[src/rtl/vxe_intr_pkg.sv]
// ============================================================================
// Module   : vxe_intr_pkg
// Purpose  : Shared FSM state encodings and sizing helper for the VxEngine
//            second-generation interrupt controller.
// Revision : 1.0 - initial release
// ============================================================================
`default_nettype none

package vxe_intr_pkg;

  // Deferral FSM state encodings (legacy-compatible 2-bit values)
  localparam logic [1:0] ST_IDLE  = 2'd0;
  localparam logic [1:0] ST_BUSY  = 2'd1;
  localparam logic [1:0] ST_FLUSH = 2'd2;

  // Width of the source index; at least one bit even for a single source
  function automatic int id_width(input int n);
    return (n > 1) ? $clog2(n) : 1;
  endfunction

endpackage : vxe_intr_pkg

`default_nettype wire

[src/rtl/vxe_intr_coal.sv]
// ============================================================================
// Module   : vxe_intr_coal
// Purpose  : One interrupt-source coalescing slice. Counts events, runs an
//            age timer from the first buffered event and fires on either
//            reaching the count threshold or hitting the timeout.
// Revision : 1.0 - initial release
// ============================================================================
`default_nettype none

module vxe_intr_coal #(
  parameter int CNT_W = 8,
  parameter int TMO_W = 16
) (
  input  logic             clk,
  input  logic             rst,
  input  logic             ev_i,
  input  logic [CNT_W-1:0] thr_i,
  input  logic [TMO_W-1:0] tmo_i,
  output logic             fire_o
);

  logic [CNT_W-1:0] cnt_q, cnt_d;
  logic [TMO_W-1:0] tmr_q, tmr_d;
  logic [CNT_W:0]   sum_w;
  logic [CNT_W:0]   thr_eff_w;
  logic             fire_thr_w;
  logic             fire_tmo_w;

  // Fire decision: threshold compared one bit wider so a saturated count
  // plus the incoming event cannot wrap below the threshold.
  always_comb begin
    thr_eff_w  = (thr_i == '0) ? (CNT_W+1)'(1) : {1'b0, thr_i};
    sum_w      = {1'b0, cnt_q} + {{CNT_W{1'b0}}, ev_i};
    fire_thr_w = (sum_w >= thr_eff_w);
    fire_tmo_w = (tmo_i != '0) && (cnt_q != '0) &&
                 (tmr_q == (tmo_i - TMO_W'(1)));
    fire_o     = fire_thr_w | fire_tmo_w;
  end

  // Next count/age: clear on fire, otherwise saturating accumulate; the age
  // timer starts at zero on the first event and runs while events are held.
  always_comb begin
    cnt_d = cnt_q;
    tmr_d = tmr_q;
    if (fire_o) begin
      cnt_d = '0;
      tmr_d = '0;
    end else begin
      if (ev_i && (cnt_q != '1)) begin
        cnt_d = cnt_q + CNT_W'(1);
      end
      if (cnt_q == '0) begin
        if (ev_i) begin
          tmr_d = '0;
        end
      end else if (tmr_q != '1) begin
        tmr_d = tmr_q + TMO_W'(1);
      end
    end
  end

  // Counter and timer registers
  always_ff @(posedge clk or posedge rst) begin
    if (rst) begin
      cnt_q <= '0;
      tmr_q <= '0;
    end else begin
      cnt_q <= cnt_d;
      tmr_q <= tmr_d;
    end
  end

endmodule : vxe_intr_coal

`default_nettype wire

[src/rtl/vxe_intr_ctrl.sv]
// ============================================================================
// Module   : vxe_intr_ctrl
// Purpose  : VxEngine interrupt controller. Defers CU events while the CU is
//            busy, coalesces events per source, holds W1C raw status and
//            drives the interrupt line plus a priority-encoded source index.
// Revision : 1.0 - initial release
// ============================================================================
`default_nettype none

module vxe_intr_ctrl
  import vxe_intr_pkg::*;
#(
  parameter int NR_INT = 8,
  parameter int CNT_W  = 8,
  parameter int TMO_W  = 16
) (
  input  logic                            clk,
  input  logic                            rst,
  input  logic                            i_cu_busy,
  input  logic [NR_INT-1:0]               i_cu_intr,
  input  logic [NR_INT-1:0]               i_rio_mask,
  input  logic                            i_rio_ack_en,
  input  logic [NR_INT-1:0]               i_rio_ack,
  input  logic [CNT_W-1:0]                i_rio_coal_thr,
  input  logic [TMO_W-1:0]                i_rio_coal_tmo,
  output logic [NR_INT-1:0]               o_rio_raw,
  output logic [NR_INT-1:0]               o_rio_active,
  output logic [NR_INT-1:0]               o_rio_pend,
  output logic [id_width(NR_INT)-1:0]     o_rio_id,
  output logic                            o_rio_id_vld,
  output logic                            o_intr
);

  localparam int ID_W = id_width(NR_INT);

  logic [1:0]        state_q, state_d;
  logic [NR_INT-1:0] pend_q, pend_d;
  logic [NR_INT-1:0] raw_q, raw_d;
  logic [NR_INT-1:0] feed_w;
  logic [NR_INT-1:0] fire_w;
  logic [NR_INT-1:0] ack_clr_w;
  logic [NR_INT-1:0] active_w;
  logic [ID_W-1:0]   id_w;

  // Deferral FSM: route events to the coalescers or into the pend buffer
  always_comb begin
    state_d = state_q;
    pend_d  = pend_q;
    feed_w  = '0;
    case (state_q)
      ST_IDLE: begin
        feed_w = i_cu_intr;
        if (i_cu_busy) state_d = ST_BUSY;
      end
      ST_BUSY: begin
        pend_d = pend_q | i_cu_intr;
        if (!i_cu_busy) state_d = ST_FLUSH;
      end
      ST_FLUSH: begin
        feed_w  = pend_q | i_cu_intr;
        pend_d  = '0;
        state_d = i_cu_busy ? ST_BUSY : ST_IDLE;
      end
      default: begin
        state_d = ST_IDLE;
      end
    endcase
  end

  // One coalescing slice per source
  generate
    for (genvar g = 0; g < NR_INT; g++) begin : g_coal
      vxe_intr_coal #(
        .CNT_W (CNT_W),
        .TMO_W (TMO_W)
      ) u_coal (
        .clk    (clk),
        .rst    (rst),
        .ev_i   (feed_w[g]),
        .thr_i  (i_rio_coal_thr),
        .tmo_i  (i_rio_coal_tmo),
        .fire_o (fire_w[g])
      );
    end
  endgenerate

  // Raw status update: ack clears, a simultaneous fire on the same bit wins
  always_comb begin
    ack_clr_w = i_rio_ack_en ? i_rio_ack : '0;
    raw_d     = (raw_q & ~ack_clr_w) | fire_w;
  end

  // FSM, deferral buffer and raw status registers
  always_ff @(posedge clk or posedge rst) begin
    if (rst) begin
      state_q <= ST_IDLE;
      pend_q  <= '0;
      raw_q   <= '0;
    end else begin
      state_q <= state_d;
      pend_q  <= pend_d;
      raw_q   <= raw_d;
    end
  end

  // Lowest-index priority encoder over unmasked raw bits
  always_comb begin
    active_w = raw_q & ~i_rio_mask;
    id_w     = '0;
    for (int i = NR_INT - 1; i >= 0; i--) begin
      if (active_w[i]) id_w = ID_W'(i);
    end
  end

  assign o_rio_raw    = raw_q;
  assign o_rio_active = active_w;
  assign o_rio_pend   = pend_q;
  assign o_rio_id     = id_w;
  assign o_rio_id_vld = |active_w;
  assign o_intr       = |active_w;

endmodule : vxe_intr_ctrl

`default_nettype wire

[config.mk]
export PLATFORM = sky130hd
export DESIGN_NAME = vxe_intr_ctrl
export DESIGN_NICKNAME = d
export VERILOG_FILES = /design/src/rtl/vxe_intr_pkg.sv /design/src/rtl/vxe_intr_coal.sv /design/src/rtl/vxe_intr_ctrl.sv
export SDC_FILE = /design/constraint.sdc
export NUM_CORES = 1
export LEC_CHECK = 0
export CORE_UTILIZATION = 33
export DETAILED_ROUTE_END_ITERATION = 16
export SYNTH_ARGS = -nofsm -noshare
export SYNTH_HDL_FRONTEND = slang
export SYNTH_SLANG_ARGS = --single-unit
[constraint.sdc]
create_clock -name clk -period 9.87 [get_ports clk]
set_input_delay 1.974 -clock clk [delete_from_list [all_inputs] [get_ports clk]]
set_output_delay 1.974 -clock clk [all_outputs]
set_load 0.01 [all_outputs]
Word level (Yosys, flattened, before mapping)
Index checks and enable logic that the tools add are counted.

word-level totals
  bits in registers = 210
  logic and storage cells = 236
  bits of input ports = 52

operators by class
  $add $sub $neg = 25
  magnitude comparators = 8
  equal/unequal tests = 36
  muxes and demuxes = 64
  reductions and logical operators = 70
  bitwise operators = 14

operators with widths
  kind                                                                   number
  16-bit two-way mux                                                     32
  8-bit two-way mux                                                      18
  16-bit by 1-bit adder with 16-bit output (second input constant)       8
  16-bit equality test                                                   8
  16-bit != test (second input constant)                                 8
  8-bit by 1-bit adder with 9-bit output                                 8
  8-bit logical NOT                                                      9
  8-bit by 1-bit adder with 8-bit output (second input constant)         8
  8-bit != test (second input constant)                                  8
  8-bit nonzero test                                                     8
  9-bit greater-or-equal comparator                                      5
  8-bit one-hot mux with 2 select lines                                  2
  9-bit by 8-bit greater-or-equal comparator with 1-bit output           3
  1-bit logical AND                                                      24
  3-bit two-way mux                                                      8
  3-bit by 2-bit != test with 1-bit output (second input constant)       8
  3-bit nonzero test                                                     8
  2-bit AND reduction                                                    9
  2-bit nonzero test                                                     9
  8-bit bitwise AND                                                      2
  8-bit inverter                                                         2
  8-bit OR                                                               2
  16-bit nonzero test                                                    1
  16-bit by 1-bit subtractor with 16-bit output (second input constant)  1
  9 further kinds                                                        18

Depth between registers and ports, before layout
  word-level depth = 10
  gate-level depth with buffers = 18
  gate-level depth less buffers = 16

Hierarchy
From an unflattened synthesis, not the netlist that was laid out.

unflattened totals
  cells, all modules = 2339
  area total of the unflattened synthesis = 19840.3 µm²

modules (own cells, without submodules)
  module                                 times used  seq. area each (µm²)  area an instance (µm²)  cells each
  vxe_intr_coal at g_coal[0].u_coal ...  7           600.6                 2354.8                  277
  vxe_intr_coal at g_coal[6].u_coal      1           600.6                 2297.2                  280
  vxe_intr_ctrl                          1           450.4                 1059.8                  120

Worst setup path before layout
Ideal clock, no wire load.

  path type = input port to flip-flop
  start point = in i_rio_coal_tmo[0]
  end point = reg g_coal[6].u_coal.tmr_q[10]
  data arrival time = 5025 ps
  slack = 4699 ps
  stages on the path = 14
  required time = 9724 ps
  path through = buf_2 -> buf_2 -> inv_1 -> ha_1 -> buf_2 -> or3b_1 -> buf_4 -> nor4_4 -> xnor2_1 -> xnor2_1 -> or4_1 -> nor4_4 -> buf_4 -> nor4_1

between the ends
  longest elaborated chain between the ends = 6

RTL lines
  item                                                                                      RTL line                                  text
  from (decl)                                                                               vxe_intr_ctrl.sv:25                       input logic [TMO_W-1:0] i_rio_coal_tmo,
  16-bit by 1-bit subtractor with 16-bit output or 16-bit nonzero test (tied branches)      vxe_intr_coal.sv:36, vxe_intr_coal.sv:35
  16-bit equality test or 1-bit logical AND (tied branches)                                 vxe_intr_coal.sv:36, vxe_intr_coal.sv:35
  1-bit logical AND *                                                                       vxe_intr_coal.sv:35                       fire_tmo_w = (tmo_i != '0) && (cnt_q != '0) &&
  1-bit OR *                                                                                vxe_intr_coal.sv:37                       fire_o = fire_thr_w | fire_tmo_w;
  3-bit by 2-bit != test with 1-bit output (no line) or 3-bit nonzero test (tied branches)  --
  2-bit AND reduction (no line)                                                             --
  to (signal assigned)                                                                      vxe_intr_coal.sv:69                       tmr_q <= tmr_d;
  to (decl)                                                                                 vxe_intr_coal.sv:23                       logic [TMO_W-1:0] tmr_q, tmr_d;

Every way passes the cells marked *; elsewhere a longest branch is shown, timed or not.
A chain may end at the register's enable or synchronous reset.

Worst setup path after layout
  start point = in i_rio_coal_tmo[0]
  end point = reg g_coal[6].u_coal.tmr_q[6]

Same word-level chain as after synthesis.

==> results_dict.tcl <==
set metrics [dict create \
    m1WireLength_mm 25.7 \
    tns_ps 0 \
    holdBufCountCts 0 \
    io_buffers 80 \
    ys_seq_area_frac 0.310 \
    slowest_stage "or3b_1" \
    hp-class "reg -> reg" \
    synthToLayoutAreaGrowth_pct 13.5 \
    synth_edf_count 0 \
    fillCellCount 5106 \
    tightest_slew_ps 1200 \
    finish.instance_area_um2 19200 \
    synth_mux_area_frac 0.0121 \
    rsz0062_at_grt "no" \
    fin_crit_ps 5970 \
    crit_required_ps 10240 \
    ys.flop_type "dfrtp_1" \
    peakVddDrop_mv 0.144 \
    hp-start "o_rio_pend[0]$_DFFE_PP0P_" \
    endpoint_kind "flip-flop" \
    leakagePower_nw 8.25 \
    async_reset_ff_frac 1.00 \
    wl_per_cell_um 19.6 \
    synth.avg_cell_area_um2 8.50 \
    insertion_delay_ps 560 \
    grt_pass1_vias 14500 \
    cts_tree "yes" \
    synth-compound-area-share 0.115 \
    vias_per_cell 5.63 \
    yosys.area_share.xor_xnor 0.159 \
    synthAdderAreaFrac 0.0820 \
    ys_warn_count 0 \
    startpoint "i_rio_coal_tmo[0]" \
    slew_viol_final 0 \
    slowest_delay_ps 680 \
    routed-wl-met3_mm 3.46 \
    design.core.area_um2 50400 \
    postSynthCellCount 1991 \
    worstPathMaxFanout 25 \
    grt_max_degree 95 \
    post_cts_resized 0 \
    ys_ff_latch 210 \
    clkTransAtPathRegs_ps 60 \
    cts.sinks 210 \
    yosys.cell_types.count 86 \
    finClkSkew_ps 14.3 \
    synth_top_area_cell "dfrtp_1" \
    place_area_um2 18300 \
    critPathBufInv 4 \
    netlist_area_um2 16900 \
    gp_congestion 0.944 \
    drc 0 \
    r2r-start "state_q[0]$_DFFE_PP0P_" \
    drive_above_1_share 0.0571 \
    die_y_um 228 \
    fmaxAchievable_mhz 167 \
    synthSimpleGateAreaFrac 0.276 \
    synth_top_family_by_area "simple AND/OR/NAND/NOR gates" \
    highest_layer "met4" \
    wl_met2_mm 22.6 \
    ant_nets 0 \
    cts_setup_buffers 0 \
    crit_type "in -> reg" \
    cts_max_level 1 \
    finalHoldViolCount 0 \
    drt_iter0_markers 974 \
    relSlewSlack 0.198 \
    synth_area_leaders "dfrtp_1 (31%), xnor2_1 (8.7%), ha_1 (8.2%)" \
    fin_crit_sh 0.605 \
    numCtsBuffers 28 \
    grt_first_pass_wirelength_mm 83.2 \
    cp_top_family "simple AND/OR/NAND/NOR gates" \
    io_pins 81 \
    initial_core_util 0.336 \
    globalRouteOverflowTotal 0 \
    cts_root_buffer "clkbuf_16" \
    synth_top_area_share 0.310 \
    synth_nets 2154 \
    vias 15200 \
    fp-row-count 82 \
    clock_path_buffers 3 \
    dp_hpwl_mm 38.1 \
    routed_wl_mm 53.1 \
    setup_viol 0 \
    rrSetupSlack_ps 5650 \
    dieArea_um2 52200 \
    run_status "complete, no violations" \
    final_nets 2173 \
    crit_path_start_kind "input port" \
    p_per_area_nw_per_um2 228 \
    cp.arrival_ps 6350 \
    dr.pass1.iters 5 \
    antenna_found_initial 0 \
    maxCapViolations 0 \
    path_cells "clkdlybuf4s50_1 -> buf_4 -> inv_1 -> ha_1 -> or3b_1 -> nor4_4 -> xnor2_1 -> xnor2_1 -> or4_1 -> nor4_4 -> buf_4 -> nor4_1" \
    fp.dieW_um 228 \
    antenna_cells 0 \
    finish.utilization 0.381 \
    grt_util_all_layers 0.199 \
]
-- placed cells by master (no fill, tap or decap), types with 6 or more instances in the layout --
cell type	Yosys	final
o211ai_1	11	11
or4_1	10	10
a211o_1	10	10
nand2b_1	20	20
o21ai_0	59	59
a21oi_1	72	72
and3_1	37	37
nand4_1	63	63
buf_4	8	26
dfrtp_1	210	210
clkbuf_8	0	8
o21a_1	8	8
nor2b_1	21	21
and2_1	17	17
clkbuf_16	0	29
inv_1	72	71
nor3b_1	17	17
and4_1	18	18
nand2_1	145	145
ha_1	111	111
mux2i_1	16	16
o2111ai_1	8	8
nand3_1	100	100
o22ai_1	6	6
nor2_1	178	178
xor2_1	134	134
nor3_1	119	119
nor4_1	63	63
xnor2_1	169	169
a311oi_1	7	7
clkinv_2	0	9
or3_1	9	9
nor4b_1	10	10
a22oi_1	7	7
a21o_1	29	29
clkdlybuf4s50_1	0	80
nand3b_1	7	7
-- cell usage after synthesis, drive strengths merged (72+ instances only) --
cell type,instances
inv,72
dfrtp,210
ha,111
nor4,72
nor2,180
xor2,134
clkbuf,82
nand2,146
a21oi,72
nand3,100
nor3,121
xnor2,171
-- where the power goes --
part | leakage, nW | internal, mW | switching [mW]
clock | 0.470 | 0.619 | 0.401
sequential | 2.77 | 1.09 | 0.407
combinational | 5.01 | 0.847 | 1.02
total | 8.25 | 2.56 | 1.82
-- routing by layer --
layer	global-route usage	up-vias
met5	0	-
met4	0.0619	0
met3	0.0268	74
met2	0.301	501
met1	0.292	7496
li1	-	7145
-- logic make-up (layout without fill, tap and decap cells) --
logic type	after synthesis	in the layout
AO/OA/AOI/OAI	284	284
XOR/XNOR	305	305
adder cells (fa/ha/maj)	111	111
buffers and inverters	189	230
flip-flops	210	210
multiplexers	20	20
AND/OR/NAND/NOR	872	872
-- metrics by stage --
stage / cells / total power [mW] / worst slack [ps] / hold slack [ps]
floorplan: 1991 / 2.77 / 2160 / 522
global placement: 2652 / 3.30 / 3480 / 500
detailed placement: 2652 / 3.35 / 3440 / 507
CTS: 2704 / 4.40 / 3990 / 524
global route: 2704 / 4.73 / 3730 / 548
finish: 2704 / 4.38 / 3900 / 514
-- path summary, 6_finish.rpt --
kind | to | cells after the start
max in group asynchronous | g_coal[1].u_coal.tmr_q[1]$_DFFE_PP0P_ | 3
worst max-delay path | g_coal[6].u_coal.tmr_q[6]$_DFFE_PP0P_ | 12
min in group asynchronous | g_coal[0].u_coal.cnt_q[4]$_DFFE_PP0P_ | 2
worst min-delay path | o_rio_pend[0]$_DFFE_PP0P_ | 2
worst min register to register | o_rio_pend[0]$_DFFE_PP0P_ | 2
worst max register to register | g_coal[4].u_coal.tmr_q[12]$_DFFE_PP0P_ | 16
-- worst register-to-register path, cell delays in order, from the launching register on --
cell and delay [ps]:
dfrtp_1 420, inv_1 140, ha_1 360, o21ai_0 250
nand2_1 220, ha_1 200, ha_1 190, nand3_1 160
nor2_1 150, xor2_1 180, ha_1 280, a21oi_1 150
o22ai_1 90, nor3_1 170, o21ai_0 190, a41o_1 570
a2111oi_0 380
-- cell type report --
cell class | instances | area, um^2 | area share
clock inverter | 10 | 75.1 | 0.00391
tap | 672 | 841 | 0.0438
timing repair buffer | 106 | 996 | 0.0518
clock buffer | 42 | 855 | 0.0445
multi-input combinational | 1592 | 10900 | 0.568
sequential | 210 | 5260 | 0.273
inverter | 72 | 278 | 0.0145
-- flip-flops by register name (all words and copies together) (netlist names) --
register,cells
state_q,2
o_rio_raw,8
g_coal.u_coal.tmr_q,128
o_rio_pend,8
g_coal.u_coal.cnt_q,64
No activity file was read; power rests on OpenSTA's default activity.
